### src/rtl/spi_word_sequencer_if.sv
// rtl/spi_word_sequencer_if.sv - control and byte-master handshake bundle for spi_word_sequencer
interface spi_word_sequencer_if #(
   parameter int NBYTES = 3
);
   logic                  start;
   logic [8*NBYTES-1:0]   word_in;
   logic                  busy;
   logic                  done;
   logic                  err;
   logic [7:0]            spi_data;
   logic                  spi_transmit;
   logic                  spi_clr;
   logic                  spi_finish;

   // master: control logic plus the byte master it feeds
   modport master (
      output start, word_in, spi_finish,
      input  busy, done, err, spi_data, spi_transmit, spi_clr
   );

   modport slave (
      input  start, word_in, spi_finish,
      output busy, done, err, spi_data, spi_transmit, spi_clr
   );
endinterface

### src/rtl/spi_word_sequencer.sv
// rtl/spi_word_sequencer.sv - feeds an NBYTES command word to an 8-bit SPI byte master, MSB byte first
module spi_word_sequencer #(
   parameter int NBYTES     = 3,
   parameter int GAP_CYCLES = 2,
   parameter int TIMEOUT    = 16
) (
   input logic                 mainclk_i,
   input logic                 reset_i,
   spi_word_sequencer_if.slave bus
);
   localparam int WW = 8 * NBYTES;
   localparam int IW = $clog2(NBYTES) + 1;
   localparam int TW = $clog2(TIMEOUT) + 1;
   localparam int GW = (GAP_CYCLES > 0) ? $clog2(GAP_CYCLES + 1) : 1;

   localparam logic [IW-1:0] IDX_LAST  = IW'(NBYTES - 1);
   localparam logic [TW-1:0] TCNT_LAST = TW'(TIMEOUT - 1);
   localparam logic [GW-1:0] GAP_LAST  = GW'((GAP_CYCLES > 0) ? GAP_CYCLES - 1 : 0);

   typedef enum logic [2:0] {
      S_IDLE,
      S_CLEAR,
      S_SEND,
      S_GAP,
      S_NEXT,
      S_ABORT
   } state_t;

   state_t          state_q, state_d;
   logic [WW-1:0]   shreg_q, shreg_d;
   logic [IW-1:0]   idx_q, idx_d;
   logic [TW-1:0]   tcnt_q, tcnt_d;
   logic [GW-1:0]   gcnt_q, gcnt_d;
   logic            done_q, done_d;

   always_ff @(posedge mainclk_i or posedge reset_i) begin
      if (reset_i) begin
         state_q <= S_IDLE;
         shreg_q <= '0;
         idx_q   <= '0;
         tcnt_q  <= '0;
         gcnt_q  <= '0;
         done_q  <= 1'b0;
      end else begin
         state_q <= state_d;
         shreg_q <= shreg_d;
         idx_q   <= idx_d;
         tcnt_q  <= tcnt_d;
         gcnt_q  <= gcnt_d;
         done_q  <= done_d;
      end
   end

   always_comb begin
      state_d = state_q;
      shreg_d = shreg_q;
      idx_d   = idx_q;
      tcnt_d  = tcnt_q;
      gcnt_d  = gcnt_q;
      done_d  = 1'b0;
      unique case (state_q)
         S_IDLE: begin
            if (bus.start) begin
               shreg_d = bus.word_in;
               idx_d   = '0;
               state_d = S_CLEAR;
            end
         end
         S_CLEAR: begin
            tcnt_d  = '0;
            gcnt_d  = '0;
            state_d = S_SEND;
         end
         S_SEND: begin
            // a finish already pending on entry counts as completion, not a fault
            if (bus.spi_finish) begin
               state_d = (GAP_CYCLES == 0) ? S_NEXT : S_GAP;
            end else if (tcnt_q == TCNT_LAST) begin
               state_d = S_ABORT;
            end else begin
               tcnt_d = tcnt_q + 1'b1;
            end
         end
         S_GAP: begin
            if (gcnt_q == GAP_LAST) begin
               state_d = S_NEXT;
            end else begin
               gcnt_d = gcnt_q + 1'b1;
            end
         end
         S_NEXT: begin
            if (idx_q == IDX_LAST) begin
               done_d  = 1'b1;
               state_d = S_IDLE;
            end else begin
               idx_d   = idx_q + 1'b1;
               shreg_d = shreg_q << 8;
               state_d = S_CLEAR;
            end
         end
         S_ABORT: begin
            state_d = S_IDLE;
         end
         default: begin
            state_d = S_IDLE;
         end
      endcase
   end

   // spi_data is the top byte of the shift register, so it only moves on entry to CLEAR
   assign bus.spi_data     = shreg_q[WW-1 -: 8];
   assign bus.spi_clr      = (state_q == S_CLEAR) || (state_q == S_ABORT);
   assign bus.spi_transmit = (state_q == S_SEND);
   assign bus.err          = (state_q == S_ABORT);
   assign bus.done         = done_q;
   assign bus.busy         = (state_q != S_IDLE) && (state_q != S_ABORT);
endmodule

### src/flat_wrapper.sv
// flat-port wrapper written by rule: the top's interface ports become plain ports
module spi_word_sequencer_flat 
#(
   parameter int NBYTES     = 3,
   parameter int GAP_CYCLES = 2,
   parameter int TIMEOUT    = 16
)
  (mainclk_i, reset_i, bus_start, bus_word_in, bus_spi_finish, bus_busy, bus_done, bus_err, bus_spi_data, bus_spi_transmit, bus_spi_clr);
  spi_word_sequencer_if #(.NBYTES(NBYTES)) bus_i ();
  input logic mainclk_i;
  input logic reset_i;
  input wire logic [$bits(bus_i.start)-1:0] bus_start;
  input wire logic [$bits(bus_i.word_in)-1:0] bus_word_in;
  input wire logic [$bits(bus_i.spi_finish)-1:0] bus_spi_finish;
  output wire logic [$bits(bus_i.busy)-1:0] bus_busy;
  output wire logic [$bits(bus_i.done)-1:0] bus_done;
  output wire logic [$bits(bus_i.err)-1:0] bus_err;
  output wire logic [$bits(bus_i.spi_data)-1:0] bus_spi_data;
  output wire logic [$bits(bus_i.spi_transmit)-1:0] bus_spi_transmit;
  output wire logic [$bits(bus_i.spi_clr)-1:0] bus_spi_clr;
  assign bus_i.start = bus_start;
  assign bus_i.word_in = bus_word_in;
  assign bus_i.spi_finish = bus_spi_finish;
  assign bus_busy = bus_i.busy;
  assign bus_done = bus_i.done;
  assign bus_err = bus_i.err;
  assign bus_spi_data = bus_i.spi_data;
  assign bus_spi_transmit = bus_i.spi_transmit;
  assign bus_spi_clr = bus_i.spi_clr;
  spi_word_sequencer #(.NBYTES(NBYTES), .GAP_CYCLES(GAP_CYCLES), .TIMEOUT(TIMEOUT)) u_core (.mainclk_i(mainclk_i), .reset_i(reset_i), .bus(bus_i));
endmodule
### config.mk
export PLATFORM = sky130hd
export DESIGN_NAME = spi_word_sequencer_flat
export DESIGN_NICKNAME = d
export VERILOG_FILES = /design/src/rtl/spi_word_sequencer_if.sv /design/src/rtl/spi_word_sequencer.sv /design/src/flat_wrapper.sv
export SDC_FILE = /design/constraint.sdc
export NUM_CORES = 1
export LEC_CHECK = 0
export CAP_MARGIN = 20
export CORE_MARGIN = 3
export CORE_UTILIZATION = 46
export DETAILED_ROUTE_END_ITERATION = 16
export PLACE_DENSITY = 0.82
export SLEW_MARGIN = 20
export SYNTH_ARGS = -nofsm -noshare
export SYNTH_HDL_FRONTEND = slang
export SYNTH_SLANG_ARGS = --single-unit
### constraint.sdc
create_clock -name mainclk_i -period 2.2 [get_ports mainclk_i]
set_input_delay 0.66 -clock mainclk_i [delete_from_list [all_inputs] [get_ports mainclk_i]]
set_output_delay 0.66 -clock mainclk_i [all_outputs]
set_load 0.01 [all_outputs]
; After elaboration in Yosys (flattened, before gate mapping)
; Index checks and enable logic that the tools add are counted.
[classes]
div = 0
multipliers = 0
shifts = 0
n_bitwise = 0
n_lt_le_gt_ge = 0
reduce_logical = 11
add_sub_neg = 3
muxes = 19
eq_ne = 16
[ops]
columns = cell, n
row1 = 24-bit 2-to-1 mux, 2
row2 = 24-bit one-hot mux with 2 select lines, 1
row3 = 3-bit 2-to-1 mux, 6
row4 = 3-bit one-hot mux with 5 select lines, 1
row5 = 5-bit 2-to-1 mux, 2
row6 = "2-bit inequality test, second input constant", 5
row7 = 5-bit one-hot mux with 2 select lines, 1
row8 = "3-bit by 2-bit == test with 1-bit output, second input constant", 3
row9 = 3-bit AND reduction, 3
row10 = "3-bit == test, second input constant", 2
row11 = 3-bit one-hot mux with 2 select lines, 1
row12 = 2-bit nonzero test, 3
row13 = "5-bit by 1-bit adder with 5-bit output, second input constant", 1
row14 = "5-bit by 4-bit == test with 1-bit output, second input constant", 1
row15 = 2-bit one-hot mux with 2 select lines, 1
row16 = "3-bit by 1-bit adder with 3-bit output, second input constant", 1
row17 = "3-bit by 1-bit == test with 1-bit output, second input constant", 1
row18 = 3-bit logical NOT, 1
row19 = 1-bit 2-to-1 mux, 3
row20 = "3-bit by 2-bit inequality test with 1-bit output, second input constant", 1
row21 = "3-bit inequality test, second input constant", 1
row22 = 3-bit nonzero test, 1
row23 = "2-bit by 1-bit adder with 2-bit output, second input constant", 1
row24 = "2-bit by 1-bit == test with 1-bit output, second input constant", 1
row25 = other kinds (5), 5
[word_totals]
inputBits = 28
mem_bits_ro = 0
ram_bits = 0
wordCells = 55
regBits = 38
latchBits = 0
out_inout_bits = 13
memories = 0

; Depth between registers and ports, before layout
; Gate-level depths: netlist of run 1.
[logic_depth]
depth_word = 4
mapped_depth = 7

; Worst setup path before layout of run 1
; Ideal clock, no wire load.
[synth_path]
path_type = register to register
start = register u_core.idx_q[0]
end = register u_core.shreg_q[0]
n_path_buf = 2
period_less_slack_ns = 2.055
path_stages_with_launch = 8
setup_time_ns = 0.127
required_ns = 2.073
setup_slack_ns = 0.145
t_arrival_ns = 1.928
path_cell_list = dfrtp_1 inv_1 ha_1 nor2b_1 buf_6 a2111oi_4 buf_6 mux2_1
[synth_between]
elab_chain_len = 3
[synth_rtl]
columns = element, line
row1 = start: declaration, spi_word_sequencer.sv:31  ; logic [IW-1:0] idx_q, idx_d;
row2 = start signal: assignment, spi_word_sequencer.sv:47  ; idx_q <= idx_d;
row3 = 3-bit by 2-bit == test with 1-bit output, spi_word_sequencer.sv:92  ; if (idx_q == IDX_LAST) begin
row4 = 2-bit inequality test (no line), n/a
row5 = 3-bit AND reduction (no line), n/a
row6 = end signal: assignment, spi_word_sequencer.sv:46  ; shreg_q <= shreg_d;
row7 = end: declaration, spi_word_sequencer.sv:30  ; logic [WW-1:0] shreg_q, shreg_d;
; Every way passes these cells.
; A chain may end at the register's enable or synchronous reset.

; Worst setup path in the final report of run 1
[layout_path]
start = register u_core.tcnt_q[0]
end = register u_core.tcnt_q[3]
[layout_between]
elab_chain_len = 4
[layout_rtl]
columns = element, line
row1 = start: declaration, spi_word_sequencer.sv:32  ; logic [TW-1:0] tcnt_q, tcnt_d;
row2 = start signal: assignment, spi_word_sequencer.sv:48  ; tcnt_q <= tcnt_d;
row3 = 5-bit by 1-bit adder with 5-bit output, spi_word_sequencer.sv:81  ; tcnt_d = tcnt_q + 1'b1;
row4 = 5-bit 2-to-1 mux, spi_word_sequencer.sv:78  ; end else if (tcnt_q == TCNT_LAST) begin
row5 = 5-bit 2-to-1 mux, spi_word_sequencer.sv:76  ; if (bus.spi_finish) begin
row6 = 5-bit one-hot mux with 2 select lines, spi_word_sequencer.sv:61  ; unique case (state_q)
; Several ways; a longest one is shown, not always the timed one. The select of a mux whose other input is x is not followed.

==> insert_results.sql, run 1 <==
INSERT INTO impl_metrics (metric_group, metric, value, unit) VALUES
('layout', 'fin_nets', '257', ''),
('die', 'dieHeight', '71.5', 'µm'),
('clock_network', 'cts-root-to-sink-buffers', '2', ''),
('die', 'count_of_pins_on_the_block_boundary', '41', ''),
('yosys', 'post-synth-top-area-cell', 'sky130_fd_sc_hd__dfrtp_1', ''),
('die', 'dieWidth', '71.5', 'µm'),
('yosys', 'yosys_warns', '0', ''),
('critical_path', 'worst_ep_arrival_time', '2300', 'ps'),
('critical_path', 'path_cells', 'ha_1 -> and3_1 -> ha_1 -> or3b_1 -> or4_1 -> a21boi_1', ''),
('sta', 'clock.fmax', '0.477', 'GHz'),
('layout', 'flow.area_growth_from_synthesis', '32.0', '%'),
('sta', 'grt_setup_unrepaired', 'no', ''),
('critical_path', 'crit_path_start_kind', 'flop', ''),
('sta', 'setup_viol_count_final', '0', ''),
('clock_network', 'clockRootBuffer', 'sky130_fd_sc_hd__clkbuf_8', ''),
('routing', 'antenna_left', '0', ''),
('critical_path', 'critPathRequiredTime', '2400', 'ps'),
('routing', 'routedWlPerCell', '15.7', 'µm'),
('global_routing', 'global_route.usage.total', '17.9', '%'),
('routing', 'post_detailed_routing_wire_length', '4290', 'µm'),
('clock_network', 'clkLatencyLatePin', '290', 'ps'),
('layout', 'fillerInstances', '325', ''),
('sta', 'period_minus_slack', '2090', 'ps'),
('routing', 'drt_iter0_drc', '82', ''),
('sta', 'tns', '0', 'ps'),
('routing', 'post_drt_via_cell_ratio', '5.63', ''),
('yosys', 'syn_inst', '175', ''),
('pwr', 'power_per_cell_area', '1210', 'mW/mm²'),
('clock_network', 'tritoncts.num_buffers', '5', ''),
('critical_path', 'timing.critical_path.slowest_stage_cell', 'sky130_fd_sc_hd__or4_1', ''),
('layout', 'drive_gt1_share', '18.3', '%'),
('sta', 'final.period_utilization', '95.2', '%'),
('clock_network', 'cts.reportedPaths.clkPinSlew', '70', 'ps'),
('critical_path', 'timing_worst_setup_path_type', 'flop to flop', ''),
('critical_path', 'cell_occurring_most_often_along_the_worst_timing_path', 'sky130_fd_sc_hd__ha_1', ''),
('global_routing', 'antenna_violations_before_repair', '0', ''),
('sta', 'slew_headroom', '54.7', '%'),
('yosys', 'yosys.cell_types.count', '37', ''),
('die', 'die_area', '0.00511', 'mm²'),
('clock_network', 'clkSinkCount', '38', ''),
('clock_network', 'cts.htree.levels', '2', ''),
('critical_path', 'timing.critical_path.buf_inv', '0', ''),
('layout', 'final_core_utilization', '64.2', '%'),
('die', 'core_region_area', '0.00406', 'mm²'),
('yosys', 'synth.yosys.seq_area_share', '48.2', '%'),
('yosys', 'ys_ff_latch', '38', ''),
('placed_design', 'dpl.hpwl', '2890', 'µm'),
('yosys', 'post_synthesis_area_per_instance', '11.3', 'µm²'),
('global_routing', 'grt_pass1_wl', '7090', 'µm'),
('yosys', 'post-synth-top-area-fraction', '48.2', '%'),
('yosys', 'synthesis.nets', '208', ''),
('sta', 'timing.final.max_slew_violations', '0', ''),
('global_routing', 'via_count_of_the_first_global_routing_pass', '1531', ''),
('routing', 'detailedRoute.firstPassIterationCount', '4', ''),
('yosys', 'post_synth_instance_area', '0.00197', 'mm²'),
('global_routing', 'grt_max_degree', '39', ''),
('sta', 'hold_viol_final', '0', ''),
('sta', 'max_slew.worst_pin.slew', '679', 'ps'),
('clock_network', 'hold_buffers', '0', ''),
('flow_run', 'drv.max_cap_violation_count', '0', ''),
('critical_path', 'critical-path-top-delay-family', 'simple AND/OR/NAND/NOR gates', ''),
('routing', 'detailroute.via_count', '1543', ''),
('critical_path', 'cp_max_fo', '3', ''),
('global_routing', 'grt.overflow.total', '0', ''),
('worst_hold_path', 'hold_path.class', 'flop to flop', ''),
('layout', 'mostFrequentLayoutCells', '37 x sky130_fd_sc_hd__clkdlybuf4s50_1, 37 x sky130_fd_sc_hd__dfrtp_1, 20 x sky130_fd_sc_hd__buf_4, 17 x sky130_fd_sc_hd__o21a_1, 16 x sky130_fd_sc_hd__o32a_1', ''),
('outcome', 'status', 'finished clean', ''),
('pwr', 'power.ir.vdd_worst', '0.906', 'mV'),
('layout', 'n_antenna_cell', '0', ''),
('critical_path', 'crit_path_max_cell_delay', '490', 'ps'),
('sta', 'finalHoldWorstSlack', '492', 'ps');
-- final timing paths --
path / start / to / slack [ps] / depth (start not counted)
min in group asynchronous: reset_i / u_core.shreg_q[5] / 780 / 3
min reg2reg: u_core.shreg_q[20] / u_core.shreg_q[20] / 490 / 1
max in group asynchronous: reset_i / u_core.state_q[0] / 1030 / 3
max reg2reg: u_core.tcnt_q[0] / u_core.tcnt_q[3] / 110 / 6
max: u_core.tcnt_q[0] / u_core.tcnt_q[3] / 110 / 6
min: u_core.shreg_q[20] / u_core.shreg_q[20] / 490 / 1
-- metal layers --
layer | share of wire, % | global-route usage [%] | vias up
met5 | 0 | 0 | -
met4 | 1.5 | 7.72 | 0
met3 | 5.2 | 4.77 | 5
met2 | 50 | 28.6 | 37
met1 | 44 | 22.9 | 766
li1 | - | - | 735
-- sequential cells by signal, summed over array words and instances (netlist names) --
register / count
u_core.shreg_q: 24
u_core.tcnt_q: 5
u_core.gcnt_q: 2
u_core.state_q: 3
u_core.idx_q: 3
u_core.bus.done: 1
-- Yosys cell counts, drive strengths merged --
cell / n
o21ai: 6
ha: 5
dfrtp: 38
nor2b: 11
a21boi: 1
or2: 1
or3b: 4
clkbuf: 7
a22o: 1
a2111oi: 1
inv: 6
and3: 2
a31oi: 1
a311oi: 1
and2: 2
buf: 13
or4b: 1
o211ai: 4
nand2b: 3
nor3b: 1
mux2: 9
nor3: 1
o31ai: 2
nand3: 3
a31o: 1
o32a: 16
a2bb2oi: 1
nand2: 5
or4: 1
a21oi: 1
o21a: 17
mux2i: 2
nor2: 7
-- stage by stage --
step / instance area [µm²] / total power (µW) / setup slack (ps) / std cells
after global routing: 2600 / 3360 / 12.4 / 274
after detailed placement: 2450 / 2500 / -83.8 / 262
after floorplan: 1970 / 2050 / 145 / 175
final: 2600 / 3150 / 105 / 274
after global placement: 2450 / 2450 / -50.5 / 262
after CTS: 2590 / 3150 / 13.2 / 273
-- cell type report --
cell class	instances	area, µm²	area share, %
multi-input combinational	111	872	33.5
sequential	38	952	36.6
clock inverter	1	30.0	1.15
timing repair buffer	62	582	22.3
inverter	6	22.5	0.865
tap	50	62.6	2.40
clock buffer	6	82.6	3.17
-- what timing repair did --
item	4_1_cts	5_1_grt
endpoints found under the hold margin	0	0
pin swaps	0	1
endpoints found under the setup margin	3	2
resized for setup	3	2
setup buffers	4	1
-- cells by family after synthesis --
group / after synthesis / synth area share [%]
flip-flops: 38 / 48.2
AND/OR/NAND/NOR: 42 / 12.4
adder cells (fa/ha/maj): 5 / 3.17
buffers and inverters: 26 / 7.55
multiplexers: 11 / 6.15
AO/OA/AOI/OAI: 53 / 22.5
-- power breakdown --
part	internal [µW]	switching [µW]	leakage, µW
Clock	363	237	0.0000573
Sequential	1000	189	0.000454
Combinational	779	582	0.000585
(Power assumes the default switching activity.)
==> inputs of run 2 (changes only) <==
SETUP_SLACK_MARGIN = 0.4   (was default)
==> run 2 against run 1 <==
First-iteration DRC count grew 16%. Clock power rose by 18%. Routed wire length increased by 9.1%. Largest power group unchanged. Global-route usage is 0.39 points higher. Design area grew 9.4%. Critical path type unchanged. Critical path depth did not move. Non-clock buffer count up 8. Maximum frequency up 8.6%. Sequential share of layout area is 3.1 points lower. Flip-flop and latch count did not move. Sequential power barely moved.
==> insert_results.sql, run 2 (synthesis results as in run 1) <==
INSERT INTO impl_metrics (metric_group, metric, value, unit) VALUES
('layout', 'mostFrequentLayoutCell', 'sky130_fd_sc_hd__dfrtp_1', ''),
('global_routing', 'grt.overflow.total', '0', ''),
('pwr', 'power.ir.vdd_worst', '0.594', 'mV'),
('pwr', 'power_per_cell_area', '1230', 'mW/mm²'),
('layout', 'max_flop_register', 'u_core.shreg_q', ''),
('critical_path', 'path_cells', 'ha_2 -> and3_4 -> ha_4 -> or3b_4 -> or4_1 -> a21boi_1', ''),
('clock_network', 'clkSinkCount', '38', ''),
('clock_network', 'hold_buffers', '0', ''),
('clock_network', 'cts.reportedPaths.clkPinSlew', '70', 'ps'),
('sta', 'fin_worst_skew', '8.74', 'ps'),
('routing', 'drt_iter0_drc', '95', ''),
('critical_path', 'timing.critical_path.slowest_stage_cell', 'sky130_fd_sc_hd__dfrtp_1', ''),
('clock_network', 'clockRootBuffer', 'sky130_fd_sc_hd__clkbuf_8', ''),
('routing', 'routedWlPerCell', '16.5', 'µm'),
('sta', 'max_slew.worst_pin.slew', '476', 'ps'),
('placed_design', 'place_area', '0.00246', 'mm²'),
('global_routing', 'antenna_violations_before_repair', '0', ''),
('clock_network', 'tritoncts.num_buffers', '5', ''),
('placed_design', 'number_of_port_buffers', '40', ''),
('layout', 'n_antenna_cell', '0', ''),
('routing', 'post_drt_via_cell_ratio', '5.66', ''),
('sta', 'setup_viol_count_final', '0', ''),
('critical_path', 'critPathRequiredTime', '2420', 'ps'),
('critical_path', 'worst_ep_arrival_time', '2150', 'ps'),
('die', 'dieHeight', '71.5', 'µm'),
('clock_network', 'cts-root-to-sink-buffers', '2', ''),
('placed_design', 'dpl.hpwl', '2900', 'µm'),
('layout', 'fin_nets', '265', ''),
('sta', 'period_minus_slack', '1930', 'ps'),
('die', 'dieWidth', '71.5', 'µm'),
('layout', 'drive_gt1_share', '31.3', '%'),
('global_routing', 'global_route.usage.total', '18.3', '%'),
('pwr', 'p_leak', '0.00121', 'µW'),
('outcome', 'status', 'finished clean', ''),
('sta', 'final.period_utilization', '87.7', '%'),
('sta', 'timing.final.max_slew_violations', '0', ''),
('sta', 'slew_headroom', '68.2', '%'),
('die', 'core_region_area', '0.00406', 'mm²'),
('routing', 'drc', '0', ''),
('routing', 'detailedRoute.firstPassIterationCount', '4', ''),
('layout', 'final_core_utilization', '70.2', '%'),
('clock_network', 'tritoncts', 'built', ''),
('sta', 'grt_setup_unrepaired', 'yes', ''),
('global_routing', 'grt_max_degree', '39', ''),
('layout', 'final_cell_area', '0.00285', 'mm²'),
('layout', 'largest_reg_flops', '24', ''),
('worst_hold_path', 'hold_path.class', 'flop to flop', ''),
('critical_path', 'timing_worst_setup_path_type', 'flop to flop', ''),
('flow_run', 'drv.max_cap_violation_count', '0', ''),
('global_routing', 'grt_pass1_wl', '7320', 'µm'),
('clock_network', 'cts.htree.levels', '2', ''),
('die', 'start_util', '48.6', '%'),
('critical_path', 'crit_path_max_cell_delay', '400', 'ps'),
('placed_design', 'place_congestion', '0.741', ''),
('routing', 'post_detailed_routing_wire_length', '4680', 'µm'),
('layout', 'fillerInstances', '278', ''),
('die', 'count_of_pins_on_the_block_boundary', '41', ''),
('critical_path', 'crit_path_start_kind', 'flop', ''),
('sta', 'finalHoldWorstSlack', '491', 'ps'),
('die', 'die_area', '0.00511', 'mm²'),
('critical_path', 'crit_path_end_kind', 'flop', ''),
('routing', 'detailroute.via_count', '1601', ''),
('die', 'core.rowCount', '23', ''),
('layout', 'biggestRegsByFlops', 'u_core.shreg_q: 24 flops, u_core.tcnt_q: 5 flops', ''),
('routing', 'antenna_left', '0', ''),
('sta', 'tns', '0', 'ps'),
('layout', 'mostFrequentLayoutCells', '36 x sky130_fd_sc_hd__dfrtp_1, 26 x sky130_fd_sc_hd__clkdlybuf4s50_1, 23 x sky130_fd_sc_hd__buf_4, 17 x sky130_fd_sc_hd__o21a_1, 16 x sky130_fd_sc_hd__o32a_1', ''),
('global_routing', 'via_count_of_the_first_global_routing_pass', '1547', ''),
('layout', 'flow.area_growth_from_synthesis', '44.4', '%'),
('critical_path', 'cp_max_fo', '2', ''),
('sta', 'hold_viol_final', '0', ''),
('sta', 'clock.fmax', '0.518', 'GHz'),
('clock_network', 'clkLatencyLatePin', '290', 'ps');
==> run 2: cell count changes in the layout (fill, tap and decap cells not counted), sizes merged <==
cell	before	now
dlymetal6s2s	1	0
clkbuf	6	5
clkdlybuf4s15	0	1
buf	22	32
bufbuf	0	1
clkinv	0	1
clkdlybuf4s50	37	26
dlygate4sd2	2	10
bufinv	1	2
==> run 2: area by class of cell <==
| class | count | area, µm² | share of cell area, % |
|---|---|---|---|
| multi-input cells | 111 | 981 | 34.4 |
| flip-flops and latches | 38 | 953 | 33.5 |
| repair buffers | 70 | 691 | 24.3 |
| clock buffers | 5 | 68.8 | 2.42 |
| clock inverters | 3 | 68.8 | 2.42 |
| well taps | 50 | 62.6 | 2.20 |
| inverters | 6 | 22.5 | 0.791 |
==> run 2: per-stage QoR <==
step / instances / power, µW / worst slack (ps)
after detailed placement: 259 / 2510 / -104
after global placement: 259 / 2460 / -104
final: 283 / 3500 / 271
after global routing: 283 / 3710 / 234
after CTS: 275 / 3340 / 283
after floorplan: 175 / 2090 / 245
==> run 2: final timing paths <==
| kind | slack [ps] | endpoint | cells past startpoint | startpoint |
|---|---|---|---|---|
| hold reg to reg | 490 | u_core.shreg_q[20] | 1 | u_core.shreg_q[20] |
| max in group asynchronous | 1060 | u_core.state_q[2] | 3 | reset_i |
| setup / recovery | 270 | u_core.tcnt_q[3] | 6 | u_core.tcnt_q[1] |
| hold / removal | 490 | u_core.shreg_q[20] | 1 | u_core.shreg_q[20] |
| min in group asynchronous | 770 | u_core.tcnt_q[1] | 3 | reset_i |
| setup reg to reg | 270 | u_core.tcnt_q[3] | 6 | u_core.tcnt_q[1] |
==> run 2: what timing repair did <==
| action | 4_1_cts | 5_1_grt |
|---|---|---|
| cloned | 2 | 0 |
| resized for setup | 45 | 15 |
| pin swaps | 4 | 8 |
| endpoints found under the setup margin | 41 | 30 |
| buffers inserted | 6 | 8 |
==> run 2: power breakdown <==
part | switching (µW) | total (µW) | internal, µW
Clock | 250 | 704 | 454
Combinational | 649 | 1580 | 931
Sequential | 213 | 1220 | 1010
Total | 1110 | 3500 | 2390
==> run 2: critical path: cells and delay by family, from the launching register on <==
kind	cells	cell delay (ps)
adders and majority gates	2	340
DFF	1	400
and+or+nand+nor	3	970
AOI/OAI and AO/OA	1	140
==> run 2: layer usage <==
layer | track usage [%] | share of wire (%) | vias to the layer above
met2 | 30.1 | 49 | 36
met1 | 24.2 | 46 | 805
met4 | 6.47 | 1.4 | 0
li1 | - | - | 753
met3 | 3.37 | 3.6 | 7
met5 | 0 | 0 | -
